<file path="config.mk">
export PLATFORM = sky130hd
export DESIGN_NAME = mc_ctrl_exc
export DESIGN_NICKNAME = d
export VERILOG_FILES = /design/src/rtl/mc_ctrl_exc.sv
export SDC_FILE = /design/constraint.sdc
export NUM_CORES = 1
export LEC_CHECK = 0
export CAP_MARGIN = 30
export CORE_MARGIN = 2
export CORE_UTILIZATION = 30
export CTS_CLUSTER_DIAMETER = 150
export DETAILED_ROUTE_END_ITERATION = 16
export GPL_TIMING_DRIVEN = 0
export HOLD_SLACK_MARGIN = 0.06
export PLACE_DENSITY = 0.66
export SYNTH_ARGS = -nofsm -noshare
export SYNTH_HDL_FRONTEND = slang
export SYNTH_SLANG_ARGS = --single-unit
</file>
<file path="constraint.sdc">
create_clock -name clk -period 4.1 [get_ports clk]
set_input_delay 0.615 -clock clk [delete_from_list [all_inputs] [get_ports clk]]
set_output_delay 0.615 -clock clk [all_outputs]
set_load 0.02 [all_outputs]
</file>
<file path="src/rtl/mc_ctrl_exc.sv">
// Multi-cycle MIPS control FSM; traps are funnelled through one EXC state that loads the exception vector.
// Optional feature: define CTRL_OVF_TRAP_EN to trap on signed overflow of ADD, SUB and ADDI.
module mc_ctrl_exc #(
    parameter int ALU_OP_W    = 4,
    parameter int MEM_TIMEOUT = 16,
    parameter int CAUSE_W     = 3
) (
    input  logic                clk,
    input  logic                reset,
    input  logic [31:0]         Inst_in,
    input  logic                zero,
    input  logic                overflow,
    input  logic                MIO_ready,
    output logic                MemRead,
    output logic                MemWrite,
    output logic                IRWrite,
    output logic                IorD,
    output logic                CPU_MIO,
    output logic [ALU_OP_W-1:0] ALU_operation,
    output logic                ALUSrcA,
    output logic [1:0]          ALUSrcB,
    output logic [1:0]          RegDst,
    output logic [1:0]          MemtoReg,
    output logic [1:0]          PCSource,
    output logic                RegWrite,
    output logic                PCWrite,
    output logic                PCWriteCond,
    output logic                Branch,
    output logic                EPCWrite,
    output logic                CauseWrite,
    output logic [CAUSE_W-1:0]  cause_code,
    output logic [4:0]          state_out
);

    typedef enum logic [4:0] {
        S_IF     = 5'd0,  S_ID     = 5'd1,  S_MEM_EX = 5'd2,  S_MEM_RD = 5'd3,
        S_LW_WB  = 5'd4,  S_MEM_WR = 5'd5,  S_R_EXE  = 5'd6,  S_R_WB   = 5'd7,
        S_BR_EXE = 5'd8,  S_J      = 5'd9,  S_I_EXE  = 5'd10, S_I_WB   = 5'd11,
        S_LUI_WB = 5'd12, S_JR     = 5'd14, S_JAL    = 5'd15, S_EXC    = 5'd16
    } state_t;

    localparam logic [ALU_OP_W-1:0] ALU_AND = ALU_OP_W'(4'b0000);
    localparam logic [ALU_OP_W-1:0] ALU_OR  = ALU_OP_W'(4'b0001);
    localparam logic [ALU_OP_W-1:0] ALU_ADD = ALU_OP_W'(4'b0010);
    localparam logic [ALU_OP_W-1:0] ALU_XOR = ALU_OP_W'(4'b0011);
    localparam logic [ALU_OP_W-1:0] ALU_NOR = ALU_OP_W'(4'b0100);
    localparam logic [ALU_OP_W-1:0] ALU_SRL = ALU_OP_W'(4'b0101);
    localparam logic [ALU_OP_W-1:0] ALU_SUB = ALU_OP_W'(4'b0110);
    localparam logic [ALU_OP_W-1:0] ALU_SLT = ALU_OP_W'(4'b0111);
    localparam logic [ALU_OP_W-1:0] ALU_SLL = ALU_OP_W'(4'b1000);
    localparam logic [ALU_OP_W-1:0] ALU_SRA = ALU_OP_W'(4'b1001);

    localparam logic [CAUSE_W-1:0] CAUSE_OVF = CAUSE_W'(1);
    localparam logic [CAUSE_W-1:0] CAUSE_BUS = CAUSE_W'(2);
    localparam logic [CAUSE_W-1:0] CAUSE_ILL = CAUSE_W'(3);

    localparam int              CNT_W     = $clog2(MEM_TIMEOUT);
    localparam logic [CNT_W-1:0] CNT_LIMIT = CNT_W'(MEM_TIMEOUT - 1);

`ifdef CTRL_OVF_TRAP_EN
    localparam bit OVF_TRAP_EN = 1'b1;
`else
    localparam bit OVF_TRAP_EN = 1'b0;
`endif

    typedef struct packed {
        logic                mem_read;
        logic                mem_write;
        logic                ir_write;
        logic                iord;
        logic                cpu_mio;
        logic [ALU_OP_W-1:0] alu_op;
        logic                alu_src_a;
        logic [1:0]          alu_src_b;
        logic [1:0]          reg_dst;
        logic [1:0]          mem_to_reg;
        logic [1:0]          pc_source;
        logic                reg_write;
        logic                pc_write;
        logic                pc_write_cond;
        logic                branch;
        logic                epc_write;
        logic                cause_write;
    } ctrl_t;

    // Fetch controls double as the reset value so the first cycle out of reset is a fetch.
    function automatic ctrl_t fetch_ctrl();
        ctrl_t c;
        c           = '0;
        c.mem_read  = 1'b1;
        c.ir_write  = 1'b1;
        c.pc_write  = 1'b1;
        c.alu_src_b = 2'b01;
        c.cpu_mio   = 1'b1;
        c.alu_op    = ALU_ADD;
        return c;
    endfunction

    state_t             state, state_nxt;
    ctrl_t              ctrl_q, ctrl_nxt;
    logic [CAUSE_W-1:0] cause_q, cause_nxt;
    logic [CNT_W-1:0]   cnt_q, cnt_nxt;

    logic [5:0]          opcode, funct;
    logic [ALU_OP_W-1:0] r_alu_op, i_alu_op;
    logic                r_legal, i_legal, r_arith, i_arith;
    logic                mem_timeout;

    assign opcode      = Inst_in[31:26];
    assign funct       = Inst_in[5:0];
    assign mem_timeout = !MIO_ready && (cnt_q == CNT_LIMIT);

    // Register fields and the zero flag are consumed by the datapath, not here.
    logic unused_inputs;
    assign unused_inputs = ^{zero, Inst_in[25:6]};

    // NOTE: every always_comb output gets a default first so no path can infer a latch.
    always_comb begin
        r_alu_op = ALU_ADD;
        r_legal  = 1'b1;
        r_arith  = 1'b0;
        case (funct)
            6'b100000: begin r_alu_op = ALU_ADD; r_arith = 1'b1; end
            6'b100010: begin r_alu_op = ALU_SUB; r_arith = 1'b1; end
            6'b100100: r_alu_op = ALU_AND;
            6'b100101: r_alu_op = ALU_OR;
            6'b100110: r_alu_op = ALU_XOR;
            6'b100111: r_alu_op = ALU_NOR;
            6'b101010: r_alu_op = ALU_SLT;
            6'b000000: r_alu_op = ALU_SLL;
            6'b000010: r_alu_op = ALU_SRL;
            6'b000011: r_alu_op = ALU_SRA;
            default:   r_legal  = 1'b0;
        endcase

        i_alu_op = ALU_ADD;
        i_legal  = 1'b1;
        i_arith  = 1'b0;
        case (opcode)
            6'b001000: begin i_alu_op = ALU_ADD; i_arith = 1'b1; end
            6'b001100: i_alu_op = ALU_AND;
            6'b001101: i_alu_op = ALU_OR;
            6'b001110: i_alu_op = ALU_XOR;
            6'b001010: i_alu_op = ALU_SLT;
            default:   i_legal  = 1'b0;
        endcase
    end

    always_comb begin
        state_nxt = state;
        cause_nxt = cause_q;
        case (state)
            S_IF, S_MEM_RD, S_MEM_WR: begin
                // A ready arriving on the limit cycle wins over the timeout.
                if (MIO_ready) begin
                    state_nxt = (state == S_IF)     ? S_ID :
                                (state == S_MEM_RD) ? S_LW_WB : S_IF;
                end else if (mem_timeout) begin
                    state_nxt = S_EXC;
                    cause_nxt = CAUSE_BUS;
                end
            end
            S_ID: begin
                if (opcode == 6'b000000 && funct == 6'b001000) state_nxt = S_JR;
                else if (opcode == 6'b000000 && r_legal)       state_nxt = S_R_EXE;
                else if (i_legal)                              state_nxt = S_I_EXE;
                else if (opcode == 6'b001111)                  state_nxt = S_LUI_WB;
                else if (opcode == 6'b100011 || opcode == 6'b101011) state_nxt = S_MEM_EX;
                else if (opcode == 6'b000100 || opcode == 6'b000101) state_nxt = S_BR_EXE;
                else if (opcode == 6'b000010)                  state_nxt = S_J;
                else if (opcode == 6'b000011)                  state_nxt = S_JAL;
                else begin
                    state_nxt = S_EXC;
                    cause_nxt = CAUSE_ILL;
                end
            end
            S_MEM_EX: state_nxt = (opcode == 6'b100011) ? S_MEM_RD : S_MEM_WR;
            S_R_EXE, S_I_EXE: begin
                if (OVF_TRAP_EN && overflow && ((state == S_R_EXE) ? r_arith : i_arith)) begin
                    state_nxt = S_EXC;
                    cause_nxt = CAUSE_OVF;
                end else begin
                    state_nxt = (state == S_R_EXE) ? S_R_WB : S_I_WB;
                end
            end
            default: state_nxt = S_IF;
        endcase

        if (state_nxt != state)                                   cnt_nxt = '0;
        else if (!MIO_ready && (state inside {S_IF, S_MEM_RD, S_MEM_WR})) cnt_nxt = cnt_q + 1'b1;
        else                                                      cnt_nxt = cnt_q;
    end

    // Outputs are decoded from the next state so they line up with state_out once registered.
    always_comb begin
        ctrl_nxt = '0;
        case (state_nxt)
            S_IF:     ctrl_nxt = fetch_ctrl();
            S_ID:     begin ctrl_nxt.alu_src_b = 2'b11; ctrl_nxt.alu_op = ALU_ADD; end
            S_MEM_EX: begin
                ctrl_nxt.alu_src_a = 1'b1;
                ctrl_nxt.alu_src_b = 2'b10;
                ctrl_nxt.alu_op    = ALU_ADD;
            end
            S_MEM_RD: begin ctrl_nxt.mem_read  = 1'b1; ctrl_nxt.iord = 1'b1; ctrl_nxt.cpu_mio = 1'b1; end
            S_MEM_WR: begin ctrl_nxt.mem_write = 1'b1; ctrl_nxt.iord = 1'b1; ctrl_nxt.cpu_mio = 1'b1; end
            S_LW_WB:  begin ctrl_nxt.reg_write = 1'b1; ctrl_nxt.mem_to_reg = 2'b01; end
            S_R_EXE:  begin ctrl_nxt.alu_src_a = 1'b1; ctrl_nxt.alu_op = r_alu_op; end
            S_R_WB:   begin ctrl_nxt.reg_write = 1'b1; ctrl_nxt.reg_dst = 2'b01; end
            S_I_EXE:  begin
                ctrl_nxt.alu_src_a = 1'b1;
                ctrl_nxt.alu_src_b = 2'b10;
                ctrl_nxt.alu_op    = i_alu_op;
            end
            S_I_WB:   ctrl_nxt.reg_write = 1'b1;
            S_LUI_WB: begin ctrl_nxt.reg_write = 1'b1; ctrl_nxt.mem_to_reg = 2'b10; end
            S_BR_EXE: begin
                ctrl_nxt.alu_src_a     = 1'b1;
                ctrl_nxt.alu_op        = ALU_SUB;
                ctrl_nxt.pc_write_cond = 1'b1;
                ctrl_nxt.pc_source     = 2'b01;
                ctrl_nxt.branch        = (opcode == 6'b000100);
            end
            S_J:      begin ctrl_nxt.pc_write = 1'b1; ctrl_nxt.pc_source = 2'b10; end
            // JR encodes rt=$0, so A + B passes rs straight through the ALU.
            S_JR:     begin
                ctrl_nxt.pc_write  = 1'b1;
                ctrl_nxt.alu_src_a = 1'b1;
                ctrl_nxt.alu_op    = ALU_ADD;
            end
            S_JAL:    begin
                ctrl_nxt.pc_write   = 1'b1;
                ctrl_nxt.pc_source  = 2'b10;
                ctrl_nxt.reg_write  = 1'b1;
                ctrl_nxt.reg_dst    = 2'b10;
                ctrl_nxt.mem_to_reg = 2'b11;
            end
            S_EXC:    begin
                ctrl_nxt.pc_write    = 1'b1;
                ctrl_nxt.pc_source   = 2'b11;
                ctrl_nxt.epc_write   = 1'b1;
                ctrl_nxt.cause_write = 1'b1;
            end
            default:  ctrl_nxt = '0;
        endcase
    end

    // NOTE: sequential state uses non-blocking assignments so all registers update together.
    always_ff @(posedge clk or negedge reset) begin
        if (!reset) begin
            state   <= S_IF;
            ctrl_q  <= fetch_ctrl();
            cause_q <= '0;
            cnt_q   <= '0;
        end else begin
            state   <= state_nxt;
            ctrl_q  <= ctrl_nxt;
            cause_q <= cause_nxt;
            cnt_q   <= cnt_nxt;
        end
    end

    assign MemRead       = ctrl_q.mem_read;
    assign MemWrite      = ctrl_q.mem_write;
    assign IRWrite       = ctrl_q.ir_write;
    assign IorD          = ctrl_q.iord;
    assign CPU_MIO       = ctrl_q.cpu_mio;
    assign ALU_operation = ctrl_q.alu_op;
    assign ALUSrcA       = ctrl_q.alu_src_a;
    assign ALUSrcB       = ctrl_q.alu_src_b;
    assign RegDst        = ctrl_q.reg_dst;
    assign MemtoReg      = ctrl_q.mem_to_reg;
    assign PCSource      = ctrl_q.pc_source;
    assign RegWrite      = ctrl_q.reg_write;
    assign PCWrite       = ctrl_q.pc_write;
    assign PCWriteCond   = ctrl_q.pc_write_cond;
    assign Branch        = ctrl_q.branch;
    assign EPCWrite      = ctrl_q.epc_write;
    assign CauseWrite    = ctrl_q.cause_write;
    assign cause_code    = cause_q;
    assign state_out     = state;

endmodule

</file>
==> results.ini <==
[layout]
area_growth_pct=29.4
nets=300
seqCellArea_um2=858
final_layout_size_suffix_gt1_frac=0.122
antenna_cells=0
final_util=0.405
multi_input_area_mm2=0.00102
fill_cells=629

[clock_network]
ctsRootBufferMaster=clkbuf_8
cts_tree=done
clock_latency_ps=290
cts_sinks=34
ctsHoldBuffers=0
cts_resized=0
h-tree-depth=2
clockBufferDepth=2
clkTransAtPathRegs_ps=70
cts_buffers=5
post_cts_buffers=0

[die]
row_count=29
placeableCoreArea_mm2=0.00639
dieWidth_um=85.6
start_util=0.313
dieArea_mm2=0.00733
io_pins=69
die_y_um=85.6

[synth]
synth-edff-count=0
ys_seq_area_frac=0.429
synth_ff_type=dfrtp_1
yosys.area.top_type=dfrtp_1
syn_avg_cell_area_um2=9.21
synth-async-reset-ratio=1.00
synth_fp_nets=255
synth_most_common_cell=dfrtp_1
yosys_register_bits=34
synthDistinctLibCells=60
synthesis.area_mm2=0.00200
netlist_instances=217
yosysWarnings=0
synth_area_leaders=dfrtp_1, dfstp_2, nor2_1
netlist_top_cells_count=dfrtp_1, nor2_1, nand2_1
synthDominantCellAreaShare=0.350

[worst_setup_path]
crit_start=Inst_in[30]
path_common_cell=or4_4
rr_endpoint=ALU_operation[3]
rr_worst_depth=9
critPathLaunchType=input port
endpoint_kind=flop
reg2reg_slack_ps=1140
crit_type=in -> reg
crit_required_ps=4310
endpoint=cnt_q[0]
crit_chain=clkdlybuf4s50_1 > or4_4 > or4_4 > a21o_1 > a41oi_4 > inv_2 > a211o_1 > a2111o_1 > nor2_1
slowest_stage=or4_4
critPathMaxFanout=7
rr_startpoint=state_out[1]
cpPeakStageDelay_ps=580
cp.arrival_ps=3610

[global_route]
antenna_found_initial=0
grt_pass1_wl_um=7780
grt_max_degree=35
grt_use_total=0.134
grt_overflow=0
grt_pass1_vias=1614

[routing]
vias=1757
wl_per_cell_um=14.1
drtIter0Drc=111
postRouteWirelength_um=4790
firstDrtPassIters=4
ant_nets=0
via_per_inst=5.17
drc_errors=0

[placed_design]
place_congestion=0.920
numPortBuffers=38
hpwl_um=3650

[sta]
worst_slew_pin_slew_ps=720
timing.fmax_ghz=0.295
drv_slew=0
hold_viol=0
rsz0062_at_grt=no
max_slew_margin=0.520
finClkSkew_ps=9.50
tns_ps=0
hold_slack_ps=378
fin_crit_sh=0.828
final.min_clock_period_ps=3390
setup_viol=0

[power]
p_per_area_mw_per_mm2=570
p_leak_nw=1.10
max-vdd-ir-drop_mv=0.248

[flow_run]
drv_cap=0

[worst_hold_path]
min_path_type=in -> async

[outcome]
status=completed

## kinds of logic after synthesis
group,count (synthesis),share of synthesized area
XOR/XNOR,8,0.0350
multiplexers,3,0.0150
adder cells (fa/ha/maj),1,0.00626
flip-flops,34,0.429
other,1,0.00188
AO/OA/AOI/OAI,47,0.173
AND/OR/NAND/NOR,96,0.280
buffers and inverters,27,0.0594
## worst min path at each step
stage                              from             to  slack, ps  cells after the start
final                             reset       cnt_q[3]        380                      1
after global routing              reset       cnt_q[3]        450                      1
after floorplan                   reset        ALUSrcA        320                      0
after global placement    cause_code[1]  cause_code[1]        450                      1
after detailed placement  cause_code[1]  cause_code[1]        460                      1
after CTS                         reset       cnt_q[3]        420                      1
## per-stage QoR
stage	instances	area, um^2	total power, mW	setup slack, ps
floorplan	217	2000	0.917	1090
global placement	332	2480	1.16	404
detailed placement	332	2470	1.17	404
CTS	340	2590	1.49	700
global route	340	2590	1.56	582
finish	340	2590	1.47	706
## metal layers
| layer | share of wire | GRT usage |
|---|---|---|
| met5 | 0 | 0 |
| met4 | 0.021 | 0.0592 |
| met1 | 0.48 | 0.184 |
| met3 | 0.049 | 0.0337 |
| met2 | 0.45 | 0.200 |
## placed cells by master (no fill, tap or decap), types with 3 or more instances in the layout
cell,netlist,layout
or4_1,3,3
clkbuf_1,10,11
a21oi_1,10,10
inv_1,11,11
nor3_1,7,7
or2_2,3,3
clkbuf_8,0,6
or3_1,4,4
clkdlybuf4s50_1,0,37
nor2b_1,4,4
nor4_1,3,3
nand2_1,15,15
mux2i_1,3,3
nand3_1,5,5
dfrtp_1,28,28
a211o_1,4,4
xnor2_1,4,4
dfstp_2,6,6
o21ai_0,9,9
o22ai_1,4,4
xor2_1,4,4
nand4_1,3,3
nand2b_1,5,5
nor2_1,22,22
o31ai_1,3,3
## cell type report
| class | count | share of cell area |
|---|---|---|
| Sequential cell | 34 | 0.332 |
| Multi-Input combinational cell | 156 | 0.395 |
| Tap cell | 77 | 0.0372 |
| Clock inverter | 1 | 0.0116 |
| Buffer | 15 | 0.0285 |
| Clock buffer | 7 | 0.0334 |
| Inverter | 12 | 0.0174 |
| Timing Repair Buffer | 38 | 0.145 |
## report_power, final
| group | switching [mW] | internal, mW |
|---|---|---|
| Clock | 0.117 | 0.198 |
| Combinational | 0.393 | 0.297 |
| Sequential | 0.0370 | 0.432 |
## critical path, delay by kind of cell
kind	cells	cell delay, ps
buffers and inverters	2	620
AOI/OAI and AO/OA	4	1210
and+or+nand+nor	3	1160
## flip-flops by register name, indices dropped and copies added, names as in the netlist, 2 cells and up
| register | flops |
|---|---|
| cnt_q | 4 |
| state_out | 5 |
| ALU_operation | 4 |
| MemtoReg | 2 |
| PCSource | 2 |
| cause_code | 2 |
| RegDst | 2 |
| ALUSrcB | 2 |
(Power assumes the default switching activity.)
